**src/rtl/demux_router.sv**
```systemverilog
// 1-to-4 demultiplexing router: one input stream steered by a 2-bit address into
// per-channel one-entry holding registers, each with valid/ready and a transfer counter.
module demux_router #(
  parameter int unsigned WIDTH     = 32,
  parameter int unsigned CNT_WIDTH = 8
) (
  input  logic                   clk,
  input  logic                   rst_n,
  input  logic                   flush,
  input  logic [WIDTH-1:0]       in_data,
  input  logic [1:0]             in_address,
  input  logic                   in_valid,
  output logic                   in_ready,
  output logic [4*WIDTH-1:0]     out_data,
  output logic [3:0]             out_valid,
  input  logic [3:0]             out_ready,
  output logic [4*CNT_WIDTH-1:0] out_count
);

  localparam int unsigned NumCh = 4;

  logic [NumCh-1:0][WIDTH-1:0]     data_q, data_d;
  logic [NumCh-1:0][CNT_WIDTH-1:0] count_q, count_d;
  logic [NumCh-1:0]                valid_q, valid_d;
  logic [NumCh-1:0]                drain;
  logic [NumCh-1:0]                load;
  logic                            accept;

  // A full channel may still take a word when its consumer drains it in the same cycle.
  always_comb begin
    in_ready = rst_n & ~flush & (~valid_q[in_address] | out_ready[in_address]);
  end

  assign accept = in_valid & in_ready;
  assign drain  = valid_q & out_ready;

  always_comb begin
    load             = '0;
    load[in_address] = accept;
  end

  always_comb begin
    data_d  = data_q;
    valid_d = valid_q;
    count_d = count_q;
    for (int n = 0; n < NumCh; n++) begin
      if (drain[n]) begin
        valid_d[n] = 1'b0;
        count_d[n] = count_q[n] + CNT_WIDTH'(1);
      end
      if (load[n]) begin
        valid_d[n] = 1'b1;
        data_d[n]  = in_data;
      end
    end
    // Drains in a flush cycle are still counted above; only the holding state is cleared.
    if (flush) begin
      valid_d = '0;
    end
  end

  always_ff @(posedge clk or negedge rst_n) begin
    if (!rst_n) begin
      data_q  <= '0;
      valid_q <= '0;
      count_q <= '0;
    end else begin
      data_q  <= data_d;
      valid_q <= valid_d;
      count_q <= count_d;
    end
  end

  assign out_data  = data_q;
  assign out_valid = valid_q;
  assign out_count = count_q;

endmodule

```
**config.mk**
```make
export PLATFORM = sky130hd
export DESIGN_NAME = demux_router
export DESIGN_NICKNAME = d
export VERILOG_FILES = /design/src/rtl/demux_router.sv
export SDC_FILE = /design/constraint.sdc
export NUM_CORES = 1
export LEC_CHECK = 0
export BUFFER_PORTS_ARGS = -buffer_cell sky130_fd_sc_hd__buf_2
export CORE_UTILIZATION = 46
export DETAILED_ROUTE_END_ITERATION = 8
export MAX_ROUTING_LAYER = met4
export PLACE_DENSITY = 0.75
export SYNTH_ARGS = -nofsm -noshare
export SYNTH_HDL_FRONTEND = slang
export SYNTH_SLANG_ARGS = --single-unit
```
**constraint.sdc**
```tcl
create_clock -name clk -period 2.3 [get_ports clk]
set_input_delay 0.46 -clock clk [delete_from_list [all_inputs] [get_ports clk]]
set_output_delay 0.46 -clock clk [all_outputs]
set_load 0.05 [all_outputs]
```
**Word level (Yosys, flattened, before mapping)**

Index checks and enable logic that the tools add are counted.

- Output and inout port bits: 165
- Bits of input ports: 42
- Bits in writable memories: 0
- Flip-flop bits (word level): 164
- Logic and storage cells: 46
- Memory bits (read-only): 0
- Latch bits: 0
- Memories kept: 0

- Reductions and logical operators: 5
- Shift-type cells: 0
- Multiply operators: 0
- $lt $le $gt $ge: 2
- Equality and inequality tests: 0
- Multiplexer cells: 15
- Bitwise gates (word level): 8
- Add/subtract/negate cells: 4
- Divide/modulo/power cells: 0

Operators with widths:

| cell | number |
|---|---|
| adder 8 x 1 -> 8 bit (second input constant) | 4 |
| nonzero test 3 bit | 4 |
| 2-to-1 mux 1 bit | 11 |
| AND 4 bit | 2 |
| binary-select mux 1 bit (select 2 bit) | 2 |
| 2-to-1 mux 4 bit | 1 |
| AND 1 bit | 3 |
| < comparator 2 x 3 -> 1 bit (second input constant) | 1 |
| demux 1 bit (select 2 bit) | 1 |
| >= comparator 2 x 1 -> 1 bit (second input constant) | 1 |
| inverter 1 bit | 2 |
| logical AND 1 bit | 1 |
| OR 1 bit | 1 |

**Logic depth before layout (Yosys ltp)**

- Depth in word-level cells: 9
- Depth in mapped cells: 5
- Gate-level depth less buffers: 4

**Worst setup path after synthesis**

No wires, ideal clock.

- Path type: reg2out
- From: register valid_q[1] (netlist: out_valid[1])
- To: output port in_ready
- Required time: 1.840 ns
- Stages on the path, launching flop included: 4
- Slack: 0.166 ns
- Arrival: 1.674 ns
- Buffers on the path: 0
- Cell sequence: dfrtp_1 -> or3b_2 -> o21ai_0 -> a21oi_1

- Word-level cells in the longest chain between the ends: 5

Ends and longest elaborated chain:

| element | RTL line | RTL |
|---|---|---|
| start: declaration | 24 | `logic [NumCh-1:0] valid_q, valid_d;` |
| start signal: assignment | 69 | `valid_q <= valid_d;` |
| binary-select mux 1 bit (select 2 bit) | 31 | `in_ready = rst_n & ~flush & (~valid_q[in_address] \| out_ready[in_address]);` |
| 2-to-1 mux 1 bit (not written as such) | 31 |  |
| inverter 1 bit | 31 |  |
| OR 1 bit | 31 |  |
| AND 1 bit | 31 |  |
| end: declaration | 13 | `output logic in_ready,` |

No other way between the ends. The select of a mux whose other input is x is not followed.

**Worst setup path in the final report**

Same ends and word-level chain as after synthesis.

==> summary.md <==
| Metric | Value |
|---|---|
| Share of post-route cells with drive strength above 1 | `0.608` |
| Clock Skew | `0.00857 ns` |
| Vias in the first global route | `4257` |
| Clock transition at path regs | `0.06 ns` |
| Worst-Skew Late Latency | `0.42 ns` |
| Die W | `122 um` |
| Worst path depth | `4` |
| Actual slew at the worst max-slew pin | `1.03 ns` |
| PwrDens | `1240 nW/um2` |
| Max-slew violation count | `0` |
| Crit path arrival time | `1.66 ns` |
| Grt ovf | `0` |
| Vias | `4133` |
| Pre-CTS setup slack | `0.161 ns` |
| Kind of critical path | `reg -> out` |
| Crit start category | `flop` |
| Sequential area share after synthesis | `0.624` |
| Post-synthesis mux area share | `0.246` |
| Status | `complete, no violations` |
| Tmin final | `2.12 ns` |
| Worst r2r dst | `out_data[12]$_DFFE_PN0P_` |
| Final WS setup | `0.180 ns` |
| DRT iter0 DRCs | `174` |
| Post-synth top flop | `dfrtp_1` |
| Filler cells | `1087` |
| Crit. Startpoint | `out_valid[1]$_DFFE_PN0P_` |
| Final Hold Viols | `0` |
| Final Wtd Congestion | `0.803` |
| Synth unique cells | `34` |
| Slew headroom | `0.316` |
| Area Growth Syn to Fin | `28.9%` |
| Area of placed instances | `7800 um2` |
| Post-CTS repair timing setup buffer count | `0` |
| Total number of yosys warnings | `0` |
| Die ar. | `14800 um2` |
| FF+latch count, synth | `164` |
| Synth Area in XOR/XNOR | `0.0373` |
| Die Y | `122 um` |
| Routed WL | `14.4 mm` |
| RSZ-0062 raised after global routing | `no` |
| Setup TNS | `0 ns` |
| Max Buffers Root-to-Sink | `2` |
| Avg Inst Size Synth | `16.3 um2` |
| Post-cts sizing count | `0` |
| Post-Syn Area | `6570 um2` |
| Worst Path Required | `1.84 ns` |
| Post-layout nets | `670` |
| Initial antenna violation count | `0` |
| Commonest non-fill, non-tap cell in the layout | `buf_2` |
| Global-route wire length before repair | `22.5 mm` |
| H-tree depth | `4` |
| Worst path top cell family by delay | `simple AND/OR/NAND/NOR gates` |
| HPWL Detailed | `10.2 mm` |
| CORE AREA | `13900 um2` |
| Total GRT Usage | `0.210` |
| Worst Reg-to-Reg Cells | `4` |
| CTS buffer count | `17` |
| Crit path max fanout | `4` |
| Asr flop ratio synth | `1.00` |
| Setup crit end kind | `primary output` |
| Post-route ant nets | `0` |
| Hold_buf cts | `0` |
| Reg-to-reg startpoint | `out_valid[0]$_DFFE_PN0P_` |
| Clock sink total | `164` |
| Post-synth EDFFs | `0` |
| CTS tree | `yes` |
| Commonest non-fill, non-tap cells in the layout | `buf_2, dfrtp_1, mux2_2` |
| Vias/cell | `5.06` |
| Main combinational cell family by area after synthesis | `multiplexers` |
| Simple-gate share of the synthesized area | `0.0533` |
| Crit path buf inv count | `1` |
| Average wire per standard cell | `17.6 um` |
| Net Count, Synth | `450` |
| # IOs | `207` |
| DRC viols | `0` |
| Root Driver | `clkbuf_16` |
| Syn Inst Count | `404` |
| Tcrit/Tclk final | `0.922` |
| Delay of the slowest critical-path stage | `0.45 ns` |
| Synth Area in Adders | `0.00761` |
| Slowest-stage cell, CP | `or3b_2` |
| Post-synthesis compound-gate area fraction | `0.00742` |
| Cell Rows | `43` |
| Worst VDD drop | `0.898 mV` |
| Drt pass-1 iters | `5` |
| Max-cap violations | `0` |
| Effective utilization at floorplan | `0.472` |
| Design Area, Final | `8480 um2` |
| Antenna Cells | `0` |
| Largest net degree at the start of global routing | `86` |
| Final setup fails | `0` |
| Lkg Pwr | `0.00437 uW` |
| Max Clk Rate | `472 MHz` |
| Design Power | `10500 uW` |
| Port bufs | `206` |
| Worst Hold Class | `in -> async` |
| Worst reg2reg setup slack | `0.45 ns` |
| Cell Chain, Critical Path | `or3b_2 -> o21ai_0 -> a21oi_1 -> buf_2` |
[report_power, final]
| part | internal (uW) | total (uW) | switching, uW |
|---|---|---|---|
| clock network | 2100 | 3220 | 1130 |
| registers | 3450 | 3780 | 330 |
| logic | 918 | 3510 | 2590 |
[registers in the layout, indices dropped and copies added, names as in the netlist]
signal	cells
out_data	128
out_valid	4
out_count	32
[cells by family (layout without fill, tap and decap cells)]
logic type / after synthesis / count (layout)
muxes: 132 / 132
adders and majority gates: 4 / 4
and+or+nand+nor: 51 / 51
AOI/OAI and AO/OA: 7 / 7
buffers and inverters: 18 / 251
DFF: 164 / 164
xor gates and xnor gates: 28 / 28
[how the worst max path moves through the flow]
stage                               end
6_report                       in_ready
5_1_grt                        in_ready
4_1_cts                        in_ready
3_5_place_dp   out_data[12]$_DFFE_PN0P_
3_3_place_gp   out_data[18]$_DFFE_PN0P_
2_1_floorplan                  in_ready
[layer usage]
| metal | track usage | wire length, um | vias to the layer above |
|---|---|---|---|
| met3 | 0.0496 | 625 | 19 |
| met1 | 0.257 | 6140 | 2125 |
| met2 | 0.331 | 7320 | 118 |
| li1 | - | - | 1871 |
| met4 | 0.0972 | 270 | 0 |
| met5 | - | 0 | - |
[area by class of cell]
| cell class | count | area, um2 | area share |
|---|---|---|---|
| Sequential cell | 164 | 4100 | 0.484 |
| Multi-Input combinational cell | 222 | 2310 | 0.273 |
| Timing Repair Buffer | 217 | 1140 | 0.135 |
| Clock buffer | 20 | 457 | 0.0539 |
| Tap cell | 180 | 225 | 0.0266 |
| Clock inverter | 12 | 224 | 0.0264 |
| Inverter | 2 | 7.51 | 0.000886 |
[per-stage QoR]
stage                     utilization  instances  hold slack [ns]
after global placement          0.559        785            0.453
after CTS                       0.608        817           0.0102
after global routing            0.608        817           0.0268
final                           0.608        817           0.0226
after detailed placement        0.559        785            0.457
after floorplan                     -        404            0.164
[synth_stat cells (2+ instances only)]
cell,number,area [um2]
dfrtp_1,164,4100
mux2_2,96,1080
mux2_4,34,510
xnor2_1,23,201
nand4_1,11,68.8
nand2_1,9,33.8
and3_1,6,37.5
buf_2,6,30.0
buf_6,5,56.3
xor2_1,5,43.8
and4_1,4,35.0
ha_1,4,50.1
a21oi_1,3,15.0
buf_12,3,60.1
nand3_1,3,15.0
and2_1,2,12.5
clkbuf_1,2,7.51
inv_1,2,7.51
mux2_1,2,22.5
nand2b_1,2,12.5
nor2_1,2,7.51
nor2b_1,2,12.5
o21ba_2,2,20.0
or3b_2,2,17.5
Power figures use the tool's default switching activity.
